--- config.mk ---
export PLATFORM = sky130hd
export DESIGN_NAME = lsu_flat
export DESIGN_NICKNAME = d
export VERILOG_FILES = /design/src/rtl/lsu_if.sv /design/src/rtl/lsu.sv /design/src/flat_wrapper.sv
export SDC_FILE = /design/constraint.sdc
export NUM_CORES = 1
export LEC_CHECK = 0
export CORE_ASPECT_RATIO = 1.1
export CORE_MARGIN = 4
export CORE_UTILIZATION = 44
export DETAILED_ROUTE_END_ITERATION = 8
export HOLD_SLACK_MARGIN = 0.03
export PLACE_DENSITY = 0.78
export SKIP_CTS_REPAIR_TIMING = 1
export SLEW_MARGIN = 15
export SYNTH_ARGS = -nofsm -noshare
export SYNTH_HDL_FRONTEND = slang
export SYNTH_SLANG_ARGS = --single-unit
--- constraint.sdc ---
create_clock -name clk -period 5.42 [get_ports clk]
set_clock_uncertainty 0.2 [all_clocks]
set_input_delay 1.084 -clock clk [delete_from_list [all_inputs] [get_ports clk]]
set_output_delay 1.084 -clock clk [all_outputs]
set_load 0.05 [all_outputs]
--- src/rtl/lsu_if.sv ---
// Request/response and data-memory signal bundle between the MEM stage, the lsu and the data memory.
interface lsu_if;
    logic        req_valid;
    logic        req_ready;
    logic        req_write;
    logic [2:0]  req_funct3;
    logic [31:0] req_addr;
    logic [31:0] req_wdata;

    logic        resp_valid;
    logic [31:0] resp_rdata;
    logic        resp_fault;

    logic        mem_we;
    logic [3:0]  mem_byteEnable;
    logic [31:0] mem_a;
    logic [31:0] mem_wd;
    logic [31:0] mem_rd;

    modport slave (
        input  req_valid, req_write, req_funct3, req_addr, req_wdata, mem_rd,
        output req_ready, resp_valid, resp_rdata, resp_fault,
               mem_we, mem_byteEnable, mem_a, mem_wd
    );

    modport master (
        output req_valid, req_write, req_funct3, req_addr, req_wdata, mem_rd,
        input  req_ready, resp_valid, resp_rdata, resp_fault,
               mem_we, mem_byteEnable, mem_a, mem_wd
    );
endinterface

--- src/rtl/lsu.sv ---
// RV32I load/store initiator: one request at a time, single-cycle memory access,
// configurable read latency, sign/zero extension and alignment/illegal fault trapping.
module lsu #(
    parameter int unsigned MEM_LATENCY = 0
) (
    input  logic clk,
    input  logic reset,
    lsu_if.slave bus
);

    localparam int unsigned CNT_W  = 3;
    localparam int unsigned DATA_W = 32;
    localparam int unsigned BE_W   = 4;
    localparam logic [CNT_W-1:0] LAT_M1 =
        (MEM_LATENCY == 0) ? '0 : CNT_W'(MEM_LATENCY - 1);

    typedef enum logic [1:0] {
        IDLE,
        ACCESS,
        WAIT,
        RESP
    } state_t;

    state_t            state_q, state_d;
    logic [CNT_W-1:0]  cnt_q, cnt_d;
    logic              write_q, write_d;
    logic [2:0]        funct3_q, funct3_d;
    logic [1:0]        lane_q, lane_d;
    logic              ready_q, ready_d;
    logic              mem_we_q, mem_we_d;
    logic [BE_W-1:0]   mem_be_q, mem_be_d;
    logic [DATA_W-1:0] mem_a_q, mem_a_d;
    logic [DATA_W-1:0] mem_wd_q, mem_wd_d;
    logic              resp_valid_q, resp_valid_d;
    logic [DATA_W-1:0] resp_rdata_q, resp_rdata_d;
    logic              resp_fault_q, resp_fault_d;

    logic              req_illegal;
    logic              req_misaligned;
    logic [BE_W-1:0]   req_be;
    logic [DATA_W-1:0] req_wd;
    logic [DATA_W-1:0] rd_shifted;
    logic [DATA_W-1:0] load_data;

    // Request decode: fault classification, lane enables and replicated store data.
    always_comb begin
        if (bus.req_write) begin
            req_illegal = (bus.req_funct3 > 3'd2);
        end else begin
            req_illegal = (bus.req_funct3 == 3'b011) || (bus.req_funct3 == 3'b110) ||
                          (bus.req_funct3 == 3'b111);
        end
        req_misaligned = ((bus.req_funct3[1:0] == 2'b01) && bus.req_addr[0]) ||
                         ((bus.req_funct3[1:0] == 2'b10) && (bus.req_addr[1:0] != 2'b00));
        case (bus.req_funct3[1:0])
            2'b00: begin
                req_be = 4'b0001 << bus.req_addr[1:0];
                req_wd = {4{bus.req_wdata[7:0]}};
            end
            2'b01: begin
                req_be = bus.req_addr[1] ? 4'b1100 : 4'b0011;
                req_wd = {2{bus.req_wdata[15:0]}};
            end
            default: begin
                req_be = 4'b1111;
                req_wd = bus.req_wdata;
            end
        endcase
    end

    // Load lane extraction from the returned word.
    always_comb begin
        rd_shifted = bus.mem_rd >> {lane_q, 3'b000};
        case (funct3_q)
            3'b000:  load_data = {{24{rd_shifted[7]}}, rd_shifted[7:0]};
            3'b001:  load_data = {{16{rd_shifted[15]}}, rd_shifted[15:0]};
            3'b010:  load_data = rd_shifted;
            3'b100:  load_data = {24'd0, rd_shifted[7:0]};
            3'b101:  load_data = {16'd0, rd_shifted[15:0]};
            default: load_data = '0;
        endcase
    end

    // Next-state and registered-output logic.
    always_comb begin
        state_d      = state_q;
        cnt_d        = cnt_q;
        write_d      = write_q;
        funct3_d     = funct3_q;
        lane_d       = lane_q;
        mem_a_d      = mem_a_q;
        mem_wd_d     = mem_wd_q;
        mem_we_d     = 1'b0;
        mem_be_d     = '0;
        resp_valid_d = 1'b0;
        resp_rdata_d = '0;
        resp_fault_d = 1'b0;

        case (state_q)
            IDLE: begin
                if (bus.req_valid && ready_q) begin
                    write_d  = bus.req_write;
                    funct3_d = bus.req_funct3;
                    lane_d   = bus.req_addr[1:0];
                    if (req_illegal || req_misaligned) begin
                        state_d      = RESP;
                        resp_valid_d = 1'b1;
                        resp_fault_d = 1'b1;
                    end else begin
                        state_d  = ACCESS;
                        mem_we_d = bus.req_write;
                        mem_be_d = req_be;
                        mem_a_d  = {bus.req_addr[31:2], 2'b00};
                        mem_wd_d = req_wd;
                    end
                end
            end
            ACCESS: begin
                if (write_q) begin
                    state_d      = RESP;
                    resp_valid_d = 1'b1;
                end else if (MEM_LATENCY == 0) begin
                    state_d      = RESP;
                    resp_valid_d = 1'b1;
                    resp_rdata_d = load_data;
                end else begin
                    state_d = WAIT;
                    cnt_d   = LAT_M1;
                end
            end
            WAIT: begin
                if (cnt_q == '0) begin
                    state_d      = RESP;
                    resp_valid_d = 1'b1;
                    resp_rdata_d = load_data;
                end else begin
                    cnt_d = cnt_q - 1'b1;
                end
            end
            RESP: begin
                state_d = IDLE;
            end
            default: begin
                state_d = IDLE;
            end
        endcase

        ready_d = (state_d == IDLE);
    end

    always_ff @(posedge clk or posedge reset) begin
        if (reset) begin
            state_q      <= IDLE;
            cnt_q        <= '0;
            write_q      <= 1'b0;
            funct3_q     <= '0;
            lane_q       <= '0;
            ready_q      <= 1'b0;
            mem_we_q     <= 1'b0;
            mem_be_q     <= '0;
            mem_a_q      <= '0;
            mem_wd_q     <= '0;
            resp_valid_q <= 1'b0;
            resp_rdata_q <= '0;
            resp_fault_q <= 1'b0;
        end else begin
            state_q      <= state_d;
            cnt_q        <= cnt_d;
            write_q      <= write_d;
            funct3_q     <= funct3_d;
            lane_q       <= lane_d;
            ready_q      <= ready_d;
            mem_we_q     <= mem_we_d;
            mem_be_q     <= mem_be_d;
            mem_a_q      <= mem_a_d;
            mem_wd_q     <= mem_wd_d;
            resp_valid_q <= resp_valid_d;
            resp_rdata_q <= resp_rdata_d;
            resp_fault_q <= resp_fault_d;
        end
    end

    assign bus.req_ready      = ready_q;
    assign bus.resp_valid     = resp_valid_q;
    assign bus.resp_rdata     = resp_rdata_q;
    assign bus.resp_fault     = resp_fault_q;
    assign bus.mem_we         = mem_we_q;
    assign bus.mem_byteEnable = mem_be_q;
    assign bus.mem_a          = mem_a_q;
    assign bus.mem_wd         = mem_wd_q;

endmodule
--- src/flat_wrapper.sv ---
// flat-port wrapper written by rule: the top's interface ports become plain ports
module lsu_flat 
#(
    parameter int unsigned MEM_LATENCY = 0
)
  (clk, reset, bus_req_valid, bus_req_write, bus_req_funct3, bus_req_addr, bus_req_wdata, bus_mem_rd, bus_req_ready, bus_resp_valid, bus_resp_rdata, bus_resp_fault, bus_mem_we, bus_mem_byteEnable, bus_mem_a, bus_mem_wd);
  lsu_if bus_i ();
  input  logic clk;
  input  logic reset;
  input wire logic [$bits(bus_i.req_valid)-1:0] bus_req_valid;
  input wire logic [$bits(bus_i.req_write)-1:0] bus_req_write;
  input wire logic [$bits(bus_i.req_funct3)-1:0] bus_req_funct3;
  input wire logic [$bits(bus_i.req_addr)-1:0] bus_req_addr;
  input wire logic [$bits(bus_i.req_wdata)-1:0] bus_req_wdata;
  input wire logic [$bits(bus_i.mem_rd)-1:0] bus_mem_rd;
  output wire logic [$bits(bus_i.req_ready)-1:0] bus_req_ready;
  output wire logic [$bits(bus_i.resp_valid)-1:0] bus_resp_valid;
  output wire logic [$bits(bus_i.resp_rdata)-1:0] bus_resp_rdata;
  output wire logic [$bits(bus_i.resp_fault)-1:0] bus_resp_fault;
  output wire logic [$bits(bus_i.mem_we)-1:0] bus_mem_we;
  output wire logic [$bits(bus_i.mem_byteEnable)-1:0] bus_mem_byteEnable;
  output wire logic [$bits(bus_i.mem_a)-1:0] bus_mem_a;
  output wire logic [$bits(bus_i.mem_wd)-1:0] bus_mem_wd;
  assign bus_i.req_valid = bus_req_valid;
  assign bus_i.req_write = bus_req_write;
  assign bus_i.req_funct3 = bus_req_funct3;
  assign bus_i.req_addr = bus_req_addr;
  assign bus_i.req_wdata = bus_req_wdata;
  assign bus_i.mem_rd = bus_mem_rd;
  assign bus_req_ready = bus_i.req_ready;
  assign bus_resp_valid = bus_i.resp_valid;
  assign bus_resp_rdata = bus_i.resp_rdata;
  assign bus_resp_fault = bus_i.resp_fault;
  assign bus_mem_we = bus_i.mem_we;
  assign bus_mem_byteEnable = bus_i.mem_byteEnable;
  assign bus_mem_a = bus_i.mem_a;
  assign bus_mem_wd = bus_i.mem_wd;
  lsu #(.MEM_LATENCY(MEM_LATENCY)) u_core (.clk(clk), .reset(reset), .bus(bus_i));
endmodule
# Yosys cells after proc, flatten, opt, wreduce, memory -nomap -nowiden
# Index checks and enable logic that the tools add are counted.
# word_totals
in_bits,103
latch_bits,0
mem_bits_rw,0
reg_bits,113
mem_count,0
rom_bits,0
out_inout_bits,104
# classes
order_cmp,1
n_addsub,1
reduce_logical,16
mul,0
n_bitwise,2
muxes,23
div,0
n_eq_ne,12
n_shift,2
# ops
cell,n
$pmux 32 s5,1
$pmux 32 s2,2
$mux 32,2
$shr 32x5->32,1
$mux 4,4
$eq 3x3->1 const B,4
$mux 1,8
$pmux 2 s4,1
$pmux 4 s2,1
$eq 2x2->1 const B,3
$eq 3x2->1 const B,2
$logic_not 2->1,3
$logic_not 3->1,2
$mux 2,3
$eq 2x1->1 const B,2
$logic_or 1x1->1,4
$reduce_and 2->1,2
$shl 1x2->4 const A,1
$eq 3x1->1 const B,1
$gt 3x2->1 const B,1
$logic_and 1x1->1,3
$pmux 1 s3,1
$reduce_and 3->1,1
$sub 3x1->3 const B,1
2 further kinds,3

# Logic depth before layout (Yosys ltp)
# Gate-level depths: netlist of run 1.
# depth
depth_word,9
ltp_mapped,8
mapped_depth_nobuf,6

# Least setup slack after synthesis of run 1
# Ideal clock, no wire load.
# synth_timing
kind,in2reg
from,input port bus_req_funct3[0]
to,"register u_core.mem_a_q[10], in the netlist u_core.bus.mem_a[10]"
required_time_ps,5095
arrival_time_ps,2254
stages,6
slack_ps,2841
n_path_buf,3
cell_sequence,clkbuf_1 -> nor4_1 -> o21ai_1 -> buf_4 -> buf_6 -> mux2_4
# synth_via
elab_chain_cells,7
# synth_lines
item,line,source
start: declaration,flat_wrapper.sv:12,input wire logic [$bits(bus_i.req_funct3)-1:0] bus_req_funct3;
branches (longest 4 deep; another with $gt 3x2->1),n/a,
$logic_or 1x1->1 *,lsu.sv:105,if (req_illegal || req_misaligned) begin
$not 1->1 (no source line) *,n/a,
$reduce_and 3->1 (no source line) *,n/a,
end signal: assignment,lsu.sv:175,mem_a_q <= mem_a_d;
end: declaration,lsu.sv:32,"logic [DATA_W-1:0] mem_a_q, mem_a_d;"
# Every way passes the cells marked *.
# A chain may end at the register's enable or synchronous reset.

# Worst setup path after layout of run 1
# layout_timing
from,input port bus_req_funct3[1]
to,"register u_core.mem_wd_q[11], in the netlist u_core.bus.mem_wd[11]"
# layout_via
elab_chain_cells,7
# layout_lines
item,line,source
branches (longest 7 deep; another with $gt 3x2->1),n/a,
end signal: assignment,lsu.sv:176,mem_wd_q <= mem_wd_d;
end: declaration,lsu.sv:33,"logic [DATA_W-1:0] mem_wd_q, mem_wd_d;"
# Several ways; the timed one is not identified.

==> flow_summary.ini, run 1 <==
[outcome]
status = finished clean

[timing]
setup-violations-final = 0
setup_tns_ns = 0
timing_limited_maximum_frequency_mhz = 320
worst_slack_ns = 2.30
rsz0062_at_grt = no
fin_crit_share_pct = 57.6
timing.slew.headroom_pct = 38.2
maxSlewViolCount = 0
finalWorstPathRequiredPeriod_ns = 3.12
worst_pin_slew_ns = 0.927
finalHoldViolations = 0

[global_route]
first_pass_grt_wire_length_um = 22800
antenna_found_initial = 0
grt_start_max_net_pins = 91
groute.layer.met2.usage_pct = 34.7
grt_remaining_overflow = 0
first_global_vias = 4356
globalRouteMet1Util_pct = 25.4
grt_use_met3_pct = 8.69
grt_most_used_layer = met2
track_usage_pct = 21.2

[drt]
wire_per_inst_um = 17.9
drtIter0Drc = 170
detailedRoute.firstPassIterationCount = 4
routed-via-count = 4081
finalWirelength_um = 14200
vias_per_cell = 5.15
number_of_design_rule_violations_left_after_detail_routing = 0
postRouteAntennaNets = 0

[place]
buffer_ports.inserted = 204
final_hpwl_dp_um = 10300
placedCellCount = 763
dpl_worst_slack_ns = 1.87
place_congestion = 0.851

[floorplan]
fp.dieH_um = 122
ios = 207
core-area_mm2 = 0.0115
starting_density_of_the_core_pct = 45.0
dieWidth_um = 111
rows = 41
fp.dieArea_mm2 = 0.0135

[synthesis]
synth-warning-count = 0
yosys.area.top_type_share_pct = 54.7
post_syn_area_mm2 = 0.00517
synth_cell_type_count = 39
postSynthRegisterBits = 113
ys_seq_area_share_pct = 54.7
synth-async-reset-ratio_pct = 100
postSynth.topFlopCell = dfrtp_1
synth_enable_flop_cells = 0
synth_top_cell_by_area = dfrtp_1
synthesized_instance_count = 431
synth.avg_cell_area_um2 = 12.0
synth_area_leaders = dfrtp_1, mux2_4, mux2i_1

[hold_path]
hold_path_class = reg -> reg
timing.hold.worst_path_depth = 2
hp-start = u_core.bus.mem_wd[26]
worst_hold_path.endpoint = u_core.bus.mem_wd[26]

[setup_path]
crit_path_end_kind = register
worstPathMaxFanout = 16
reg2reg_slack_ns = 2.91
worstSetupStartpoint = bus_req_funct3[1]
critical_path_class = in -> reg
regToRegStartpoint = u_core.lane_q[1]
crit_start_category = primary input
cp.required_ns = 5.48
critical_path.reg2reg.endpoint = u_core.bus.resp_rdata[27]
timing.reg2reg.worst_path_depth = 4
critPathArrivalTime_ns = 3.18

[power_and_ir_drop]
power.total_w = 0.00498
reported_leakage_power_nw = 3.67
power_density_mw_per_mm2 = 631
vdd.ir_drop.worst_uv = 328

[cells_and_area]
seq_area_mm2 = 0.00283
non_filler_cells_final = 793
area_growth_syn_to_layout_pct = 52.7
commonest_non_fill_non_tap_cells_in_the_layout = clkdlybuf4s50_1, dfrtp_1, o21ai_0, mux2i_1, mux2_4
multi_input_comb_area_mm2 = 0.00216
nFillCells = 860
mostFrequentLayoutCell = clkdlybuf4s50_1
n_antenna_cell = 0
fraction_of_final_layout_cells_sized_beyond_drive_strength_1_pct = 12.6
final_net_count = 741

[clock_network]
clk_latency_ns = 0.40
tritoncts = done
clock_tree.buffer_depth = 2
cts_root_buf = clkbuf_16
worst_setup_hold_path_clk_slew_ns = 0.05
clock_sinks = 113
tritoncts.num_buffers = 17
h-tree-depth = 4

[flow_run]
max_cap_violations = 0
sequential cells by signal, indices dropped and copies added, names as in the netlist:
| signal | flops |
|---|---|
| u_core.bus.resp_rdata | 32 |
| u_core.bus.mem_wd | 32 |
| u_core.bus.req_ready | 1 |
| u_core.cnt_q | 3 |
| u_core.bus.mem_byteEnable | 4 |
| u_core.bus.resp_valid | 1 |
| u_core.bus.resp_fault | 1 |
| u_core.bus.mem_we | 1 |
| u_core.bus.mem_a | 30 |
| u_core.lane_q | 2 |
| u_core.funct3_q | 3 |
| u_core.state_q | 2 |
| u_core.write_q | 1 |
cell families after synthesis:
| family | share of synthesized area, % |
|---|---|
| buf+inv | 3.83 |
| other cells | 0.0726 |
| flops | 54.7 |
| xor+xnor | 0.170 |
| mux | 20.2 |
| simple gates | 7.68 |
| fa+ha+maj | 1.45 |
| compound gates | 11.9 |
final cells by class:
type,instances,share of cell area [%]
clock buffer,19,5.61
clock inverter,11,1.78
inverter,11,0.555
multi-input combinational,280,27.3
sequential,113,35.8
tap,150,2.38
timing repair buffer,209,26.5
power by group:
group	total, W	switching, W	internal, W
combinational	0.00250	0.00158	0.000921
clock	0.00110	0.000371	0.000725
sequential	0.00138	0.000215	0.00117
synthesized netlist by cell type (2+ instances only):
cell and instances:
dfrtp_1 113, o21ai_0 45, mux2i_1 41, mux2_4 36
nand2_1 32, nor2_1 22, a21oi_1 21, a211oi_1 14
inv_1 11, clkbuf_1 10, a21o_1 9, nor2b_1 9
buf_2 8, mux2_2 8, and2_1 7, ha_1 6
nand2b_1 5, buf_6 4, buf_1 3, buf_4 3
nor3_1 3, o21ai_1 3, and3_1 2
metrics by stage:
step                      hold slack [ns]  util, %  instance area [um2]
after global placement              0.264     63.6                 7310
after CTS                           0.282     68.7                 7890
final                               0.274     68.7                 7890
after global routing                0.294     68.7                 7890
after floorplan                     0.246        -                 5170
after detailed placement            0.269     63.6                 7310
worst max-delay path: stages:
cell,delay (ns)
clkdlybuf4s50_1,0.66
buf_4,0.34
nor2_1,0.71
mux2i_1,0.29
o21ai_0,0.09
metal layers:
metal  up-vias  part of all wire (%)
met5         -                     0
met4         0                   2.1
met3        20                    11
met2       195                    47
met1      1967                    40
li1       1899                     -
worst max-delay path by stage:
stage | endpoint | cells past startpoint
finish | u_core.bus.mem_wd[11] | 5
floorplan | u_core.bus.mem_a[10] | 1
detailed placement | u_core.bus.mem_wd[11] | 5
CTS | u_core.bus.mem_wd[11] | 5
global placement | u_core.bus.mem_wd[8] | 5
global route | u_core.bus.mem_wd[13] | 5
(Power assumes the default switching activity.)
==> run 2, diff against run 1 <==
clock period = 3 ns   (was 5.42 ns; I/O delays follow)
==> run 2 against run 1 <==
Setup slack lost 1.7 ns. Critical endpoint is now bus_mem_wd[19]. First-iteration DRC count grew 25%. Register-to-register slack worse by 2.2 ns. Global-route usage up 0.30 points. Combinational power increased by 83%. Non-clock buffer count rose by 5.
==> flow_summary.ini, run 2 (same netlist as run 1, synthesis figures left out) <==
[drt]
drtIter0Drc = 212
number_of_design_rule_violations_left_after_detail_routing = 0
finalWirelength_um = 14300
wl_met1_um = 5820
route.top_layer_used = met4
routed-wl-met3_um = 1330
detailedRoute.firstPassIterationCount = 4
wire_per_inst_um = 17.9
vias_per_cell = 5.08
routed-via-count = 4067
met2_wirelength_um = 6940
postRouteAntennaNets = 0

[floorplan]
starting_density_of_the_core_pct = 45.0
dieWidth_um = 111
fp.dieH_um = 122
core-area_mm2 = 0.0115
rows = 41
ios = 207
fp.dieArea_mm2 = 0.0135

[timing]
timing.slew.headroom_pct = 34.2
rsz0062_at_grt = no
fin_crit_share_pct = 81.1
finalWorstPathRequiredPeriod_ns = 2.43
final.hold.worst_slack_ns = 0.278
setup-violations-final = 0
worst_slack_ns = 0.568
setup_tns_ns = 0
timing_limited_maximum_frequency_mhz = 411
maxSlewViolCount = 0
worst_pin_slew_ns = 0.983
finalHoldViolations = 0

[power_and_ir_drop]
intPower_w = 0.00501
reported_leakage_power_nw = 3.69
comb_power_share_pct = 50.7
power_density_mw_per_mm2 = 1130
power.switching_w = 0.00400
pwr-share-clk_pct = 22.0
switching_part_of_the_total_pct = 44.4
vdd.ir_drop.worst_uv = 719
power_frac_seq_pct = 27.3

[setup_path]
cp_cell_sequence = clkdlybuf4s50_1
critPathArrivalTime_ns = 1.63
crit_path_end_kind = primary output
crit_path_top_delay_cell = clkdlybuf4s50_1
worstPathMaxFanout = 2
crit_path_buffers_inverters = 1
worst_path_largest_cell_delay_ns = 0.82
critical_path_class = reg -> out
path_delay_family = buffers and inverters
crit_start_category = register
cp.required_ns = 2.20

[cells_and_area]
multi_input_comb_area_mm2 = 0.00216
mostFrequentLayoutCell = clkdlybuf4s50_1
final_net_count = 746
n_antenna_cell = 0
nFillCells = 848
seq_area_mm2 = 0.00283
finish.instance_area_mm2 = 0.00794
area_growth_syn_to_layout_pct = 53.7
commonest_non_fill_non_tap_cells_in_the_layout = clkdlybuf4s50_1, dfrtp_1, o21ai_0, mux2i_1, mux2_4
fraction_of_final_layout_cells_sized_beyond_drive_strength_1_pct = 13.5

[global_route]
antenna_found_initial = 0
first_global_vias = 4294
track_usage_pct = 21.5
grt_remaining_overflow = 0
first_pass_grt_wire_length_um = 22700
grt_start_max_net_pins = 114

[clock_network]
worst_setup_hold_path_clk_slew_ns = 0.06
clock_tree.buffer_depth = 2
clock_sinks = 113
clk_latency_ns = 0.41
h-tree-depth = 4
tritoncts = done
cts_root_buf = clkbuf_16
tritoncts.num_buffers = 17

[place]
dpl-instance-area_mm2 = 0.00736
dpl_worst_slack_ns = 0.248
final_hpwl_dp_um = 10500
place_congestion = 0.861
buffer_ports.inserted = 204

[outcome]
status = finished clean

[hold_path]
hold_path_class = reg -> reg

[flow_run]
max_cap_violations = 0
## run 2: changes by cell type in the layout (fill, tap and decap cells not counted)
cell | previous run | this run
inv_6 | 0 | 5
bufinv_16 | 3 | 2
clkinv_2 | 4 | 2
buf_4 | 4 | 8
inv_4 | 1 | 0
clkbuf_8 | 1 | 0
clkinv_4 | 0 | 2
buf_12 | 1 | 2
## run 2: final timing paths
kind,to,startpoint,depth (start not counted),slack [ns]
worst max-delay path,bus_mem_wd[19],u_core.bus.mem_wd[19],1,0.57
worst min-delay path,u_core.cnt_q[0],u_core.cnt_q[0],1,0.28
worst max register to register,u_core.bus.resp_rdata[15],u_core.state_q[0],6,0.71
worst min register to register,u_core.cnt_q[0],u_core.cnt_q[0],1,0.28
max in group asynchronous,u_core.bus.resp_rdata[1],reset,3,1.62
min in group asynchronous,u_core.bus.resp_fault,reset,3,0.47
## run 2: power by group through the flow
stage | registers (W) | clock network [W] | logic [W]
floorplan | 0.00424 | 0 | 0.00125
global placement | 0.00246 | 0 | 0.00451
finish | 0.00246 | 0.00198 | 0.00457
CTS | 0.00246 | 0.00202 | 0.00460
global route | 0.00254 | 0.00209 | 0.00480
detailed placement | 0.00246 | 0 | 0.00459
## run 2: layer usage
metal,GRT usage (%),vias up
met5,0,-
met4,7.45,0
met3,8.84,20
met2,35.3,191
met1,25.8,1942
li1,-,1914
## run 2: layout make-up
class	instances	share of cell area [%]
inverter	11	0.567
clock inverter	14	1.94
clock buffer	18	5.40
tap	150	2.36
timing repair buffer	214	27.0
sequential	113	35.6
multi-input combinational	280	27.1
## run 2: metrics by stage
step | total power, W | instances | utilization, %
final | 0.00901 | 800 | 69.1
after global routing | 0.00943 | 800 | 69.1
after CTS | 0.00907 | 800 | 69.1
after detailed placement | 0.00705 | 768 | 64.0
after global placement | 0.00697 | 768 | 64.0
after floorplan | 0.00550 | 432 | -
